**src/rtl/pipe_stage_fifo.sv**
```systemverilog
// Elastic pipeline-stage buffer: DEPTH-entry circular FIFO with valid/allowin on both sides,
// plus stage stall (masks the head) and flush (discards everything).
module pipe_stage_fifo #(
    parameter int DATA_W   = 64,
    parameter int DEPTH    = 2,
    parameter int AF_LEVEL = 1
) (
    input  logic                       clk,
    input  logic                       resetn,
    input  logic                       flush,
    input  logic                       stall,
    input  logic                       in_valid,
    output logic                       in_allowin,
    input  logic [DATA_W-1:0]          in_data,
    output logic                       out_valid,
    input  logic                       out_allowin,
    output logic [DATA_W-1:0]          out_data,
    output logic [$clog2(DEPTH+1)-1:0] count,
    output logic                       empty,
    output logic                       almost_full
);
    localparam int PW = (DEPTH > 1) ? $clog2(DEPTH) : 1;
    localparam int CW = $clog2(DEPTH+1);

    logic [DATA_W-1:0] mem [DEPTH];
    logic [PW-1:0]     wr_ptr, rd_ptr;
    logic              push, pop;

    // Handshake terms depend only on registered state and stall, so no in->out comb path.
    assign in_allowin  = (count != CW'(DEPTH));
    assign out_valid   = (count != '0) & ~stall;
    assign empty       = (count == '0);
    assign almost_full = (count >= CW'(DEPTH - AF_LEVEL));
    assign out_data    = mem[rd_ptr];

    assign push = in_valid & in_allowin;
    assign pop  = out_valid & out_allowin;

    always_ff @(posedge clk or negedge resetn) begin
        if (!resetn) begin
            wr_ptr <= '0;
            rd_ptr <= '0;
            count  <= '0;
        end else if (flush) begin
            wr_ptr <= '0;
            rd_ptr <= '0;
            count  <= '0;
        end else begin
            if (push) wr_ptr <= (wr_ptr == PW'(DEPTH-1)) ? '0 : wr_ptr + PW'(1);
            if (pop)  rd_ptr <= (rd_ptr == PW'(DEPTH-1)) ? '0 : rd_ptr + PW'(1);
            case ({push, pop})
                2'b10:   count <= count + CW'(1);
                2'b01:   count <= count - CW'(1);
                default: count <= count;
            endcase
        end
    end

    // Storage is deliberately unreset; out_data is only meaningful while out_valid.
    always_ff @(posedge clk) begin
        if (push && !flush) mem[wr_ptr] <= in_data;
    end

    a_no_overflow:  assert property (@(posedge clk) disable iff (!resetn) count <= CW'(DEPTH));
    a_no_underflow: assert property (@(posedge clk) disable iff (!resetn) !(pop && count == '0));
endmodule

```
**config.mk**
```make
export PLATFORM = sky130hd
export DESIGN_NAME = pipe_stage_fifo
export DESIGN_NICKNAME = d
export VERILOG_FILES = /design/src/rtl/pipe_stage_fifo.sv
export SDC_FILE = /design/constraint.sdc
export NUM_CORES = 1
export LEC_CHECK = 0
export CORE_AREA = 3 3 115 117
export DETAILED_ROUTE_END_ITERATION = 7
export DIE_AREA = 0 0 118 120
export HOLD_SLACK_MARGIN = 0.05
export MAX_ROUTING_LAYER = met4
export PLACE_DENSITY = 0.81
export RECOVER_POWER = 50
export SYNTH_ARGS = -nofsm -noshare
export SYNTH_HDL_FRONTEND = slang
export SYNTH_SLANG_ARGS = --single-unit
```
**constraint.sdc**
```tcl
create_clock -name clk -period 5.83 [get_ports clk]
set_input_delay 0.8745 -clock clk [delete_from_list [all_inputs] [get_ports clk]]
set_output_delay 0.8745 -clock clk [all_outputs]
set_load 0.01 [all_outputs]
```
=== Yosys cells after proc, flatten, opt, wreduce, memory -nomap -nowiden ===
Memory sizes are Yosys's and may differ from the RTL's.
Cells that the tools add are included.
Widths: inputs -> output; s select.

* Bits in registers: 4
* Memories kept: 1
* RAM bits: 128
* Logic and storage cells: 33
* Output and inout port bits: 70
* ROM bits: 0
* Bits in latches: 0
* Input port bits: 70

{| class="wikitable"
|+ Memories
! name !! depth !! width !! read ports !! clocked after Yosys merged registers in !! wr ports !! line !! source
|-
| mem || 2 || 64 || 1 || 0 || 1 || 25 || <nowiki>logic [DATA_W-1:0] mem [DEPTH];</nowiki>
|}

* Shifts and indexed selects: 0
* Bitwise logic cells: 4
* $mul: 0
* Equal/unequal tests: 3
* Multiplexer cells: 10
* Magnitude comparators: 1
* Divide/modulo/power cells: 0
* Reductions and logical operators: 7
* Add/sub/neg operators: 4

{| class="wikitable"
|+ Operators with widths
! kind !! number
|-
| $mux 1 || 8
|-
| $reduce_bool 2->1 || 3
|-
| $pmux 2 s2 || 1
|-
| $and 1x1->1 || 3
|-
| $reduce_bool 3->1 || 1
|-
| $add 1x1->1 const B || 2
|-
| $add 2x1->2 const B || 1
|-
| $eq 2x1->1 const B || 1
|-
| $eq 2x2->1 const B || 1
|-
| $ge 2x1->1 const B || 1
|-
| $logic_not 2->1 || 1
|-
| $mux 2 || 1
|-
| $ne 2x2->1 const B || 1
|-
| $sub 2x1->2 const B || 1
|-
| $logic_and 1x1->1 || 1
|-
| $logic_not 1->1 || 1
|-
| $not 1->1 || 1
|}

=== Depth between registers and ports, before layout ===
* Depth in word-level cells: 6
* Mapped depth: 5
* Gate-level depth less buffers: 5

=== Worst setup path after synthesis ===
Ideal clock, no wire load.

* Path kind: in2reg
* From: input in_valid
* To: memory mem[1][0] (enable)
* Stages on the path: 2
* Required time: 5.252 ns
* Data arrival time: 5.652 ns
* Buffers on the path: 0
* Library setup time: 0.578 ns
* Slack: -0.399 ns
* Path through: nand2b_1 -> nor3b_1

* Longest elaborated chain between the ends: 4

{| class="wikitable"
|+ RTL lines
! item !! line !! source
|-
| start: declaration || 12 || <nowiki>input logic in_valid,</nowiki>
|-
| $and 1x1->1 || 36 || <nowiki>assign push = in_valid & in_allowin;</nowiki>
|-
| $logic_and 1x1->1 || 61 || <nowiki>if (push && !flush) mem[wr_ptr] <= in_data;</nowiki>
|-
| $mux 1 || 61 ||
|-
| $mux 1 (not written as such) || 61 ||
|-
| end: declaration || 25 ||
|}

No other way between the ends.

=== Final worst setup path ===
* From: register rd_ptr
* To: output out_data[28]

* Longest elaborated chain between the ends: 1

{| class="wikitable"
|+ RTL lines
! item !! line !! source
|-
| start: declaration || 26 || <nowiki>logic [PW-1:0] wr_ptr, rd_ptr;</nowiki>
|-
| start signal: assignment || 50 || <nowiki>if (pop) rd_ptr <= (rd_ptr == PW'(DEPTH-1)) ? '0 : rd_ptr + PW'(1);</nowiki>
|-
| $mem_v2 2x64 || -- ||
|-
| end: declaration || 17 || <nowiki>output logic [DATA_W-1:0] out_data,</nowiki>
|}

No other way between the ends.

==> impl_metrics.csv <==
group,metric,value,unit
outcome,status,"completed",
synthesis,synth-simple-area-share,0.0166,
detailed_routing,routed_wl,9180,microns
clocking,root_buffer,"clkbuf_16",
clocking,clk_pin_slew,50,ps
synthesis,ys_ff_latch,132,
critical_path,crit_fanout,34,
floorplan,dieWidth,118,microns
clocking,cts_tree,"yes",
synthesis,synth_top_family_by_area,"multiplexers",
layout,syn_to_final_growth,45.5,%
layout,final_cells,568,
power_and_ir_drop,ir_worst_vdd,0.252,mV
detailed_routing,drt-initial-drc-count,184,
layout,drive_gt1_frac,0.253,
timing,layout_min_cycle_time,3560,ps
power_and_ir_drop,cellPowerDensity,378,nW/um^2
critical_path,r2r_end,"mem[1][3]",
clocking,cts_buffers,17,
critical_path,end_kind,"primary output",
detailed_routing,vias_per_cell,4.61,
layout,fin_nets,455,
timing,setup_slack,2270,ps
min_path,holdPathEnd,"wr_ptr",
synthesis,synth.area.mux_share,0.147,
synthesis,yosysUniqueCellTypes,17,
clocking,cts_buffer_depth,2,
run,cap_violations,0,
min_path,hold_class,"reg2reg",
clocking,post_cts_resized,0,
floorplan,die-area,14200,sq um
detailed_routing,wl_per_cell,16.2,microns
timing,slew_headroom,0.414,
synthesis,synth-adder-area-share,0.00768,
grt,grt_pass1_vias,2977,
critical_path,worst-setup-path-type,"reg2out",
detailed_routing,ant_nets,0,
power_and_ir_drop,p_leak,2.41,nW
timing,slew_violations,0,
floorplan,core_area,12500,sq um
grt,grt_max_degree,65,
floorplan,die_y,120,microns
synthesis,synth-compound-area-share,0.00333,
place,place_congestion,0.701,
power_and_ir_drop,total_power,2.69,mW
layout,final_util,0.571,
timing,finalHoldViolCount,0,
min_path,hp-start,"wr_ptr",
timing,final-setup-viol-count,0,
place,port_buffers,139,
timing,whs,642,ps
place,place_ws,2620,ps
floorplan,start_util,0.392,
synthesis,syn_area,4890,sq um
floorplan,ios,140,
place,place_area,6510,sq um
clocking,h-tree-depth,4,
layout,mostFrequentLayoutCell,"edfxtp_1",
clocking,holdBufCountCts,0,
min_path,hold-path-cell-count,2,
timing,fin_crit_sh,0.611,
critical_path,required,4960,ps
detailed_routing,drc_errors,0,
synthesis,synthCells,228,
layout,fillCellCount,996,
clocking,post_cts_buffers,0,
layout,final_cell_mix,"edfxtp_1 (128), clkdlybuf4s50_1 (70), dlygate4sd3_1 (69), mux2_2 (64), clkbuf_16 (17)",
synthesis,synth_xor_area_frac,0.00819,
timing,rsz0062_at_grt,"no",
detailed_routing,vias,2618,
layout,postLayoutCellArea,7120,sq um
critical_path,cp.arrival,2690,ps
synthesis,syn_avg_cell_area,21.4,sq um
timing,max_freq,281,MHz
synthesis,yosys_warnings,0,
timing,setup_tns,0,ps
critical_path,r2r-start,"count[0]",
grt,grt_pass1_wl,15000,microns
timing,clock_skew,8.93,ps
synthesis,syn_nets,301,
critical_path,startpoint_type,"flop",
clocking,insertion_delay,400,ps
synthesis,ys_seq_area_frac,0.807,
grt,globalRouteTotalUtil,0.143,
grt,antenna_found_initial,1,
floorplan,fp-row-count,41,
timing,worstMarginPinSlew,880,ps
grt,grt_overflow,0,
critical_path,r2r_slack,3580,ps
clocking,clock_sinks,132,
critical_path,r2r.worst_path.cells,5,
place,dpl.hpwl,5870,microns
place,placed_cells,535,
detailed_routing,first_pass_iters,5,
==> final cells by class <==
class                   instances  area [sq um]  area share
flip-flops and latches        132          3950       0.554
repair buffers                142          1410       0.199
multi-input cells              85           911       0.128
clock buffers                  18           429      0.0603
well taps                     172           215      0.0302
clock inverters                14           185      0.0260
inverters                       4          15.0     0.00211
diodes                          1          2.50    0.000352
==> synthesized netlist by cell type <==
| library cell | number | area (sq um) |
|---|---|---|
| edfxtp_1 | 128 | 3840 |
| mux2_2 | 64 | 721 |
| buf_2 | 7 | 35.0 |
| dfrtp_1 | 4 | 100 |
| inv_1 | 4 | 15.0 |
| nor2_1 | 4 | 15.0 |
| ha_1 | 3 | 37.5 |
| nand3_1 | 3 | 15.0 |
| nor3b_1 | 2 | 15.0 |
| xnor2_1 | 2 | 17.5 |
| a41oi_2 | 1 | 16.3 |
| and2b_1 | 1 | 7.51 |
| nand2b_1 | 1 | 6.26 |
| nor3_1 | 1 | 5.00 |
| or3_1 | 1 | 6.26 |
| or3b_4 | 1 | 11.3 |
| xnor3_1 | 1 | 22.5 |
==> logic make-up after synthesis <==
group	after synthesis
multiplexers	64
adder cells (fa/ha/maj)	3
flip-flops	132
AND/OR/NAND/NOR	14
XOR/XNOR	3
buffers and inverters	11
AO/OA/AOI/OAI	1
==> routing by layer <==
metal / wire length (microns) / track usage / vias up / part of all wire
met5: 0 / - / - / 0
met4: 96 / 0.0615 / 0 / 0.010
met3: 457 / 0.0457 / 8 / 0.050
met2: 4830 / 0.239 / 87 / 0.53
met1: 3790 / 0.158 / 1307 / 0.41
li1: - / - / 1216 / -
==> sequential cells by signal, indices dropped and copies added (netlist names) <==
register and flops:
count 2, mem 128, rd_ptr 1, wr_ptr 1
==> where the power goes <==
part / internal, mW / total, mW / switching (mW)
clock network: 0.712 / 1.08 / 0.373
registers: 1.12 / 1.16 / 0.0342
logic: 0.266 / 0.449 / 0.183
==> how the worst max path moves through the flow <==
| stage | start | to | slack [ps] | cells after the start |
|---|---|---|---|---|
| after floorplan | in_valid | mem[1][0] | 1840 | 2 |
| after global placement | rd_ptr | out_data[50] | 2650 | 3 |
| after detailed placement | rd_ptr | out_data[5] | 2620 | 3 |
| after CTS | rd_ptr | out_data[5] | 2170 | 3 |
| after global routing | rd_ptr | out_data[28] | 2070 | 3 |
| final | rd_ptr | out_data[28] | 2270 | 3 |
==> worst max-delay path, cell delays in order, from the launching register on <==
cell             delay [ps]
dfrtp_2                 860
buf_4                   530
mux2_2                  390
clkdlybuf4s50_1         490
Note: power is estimated with default switching activity, not from simulation.
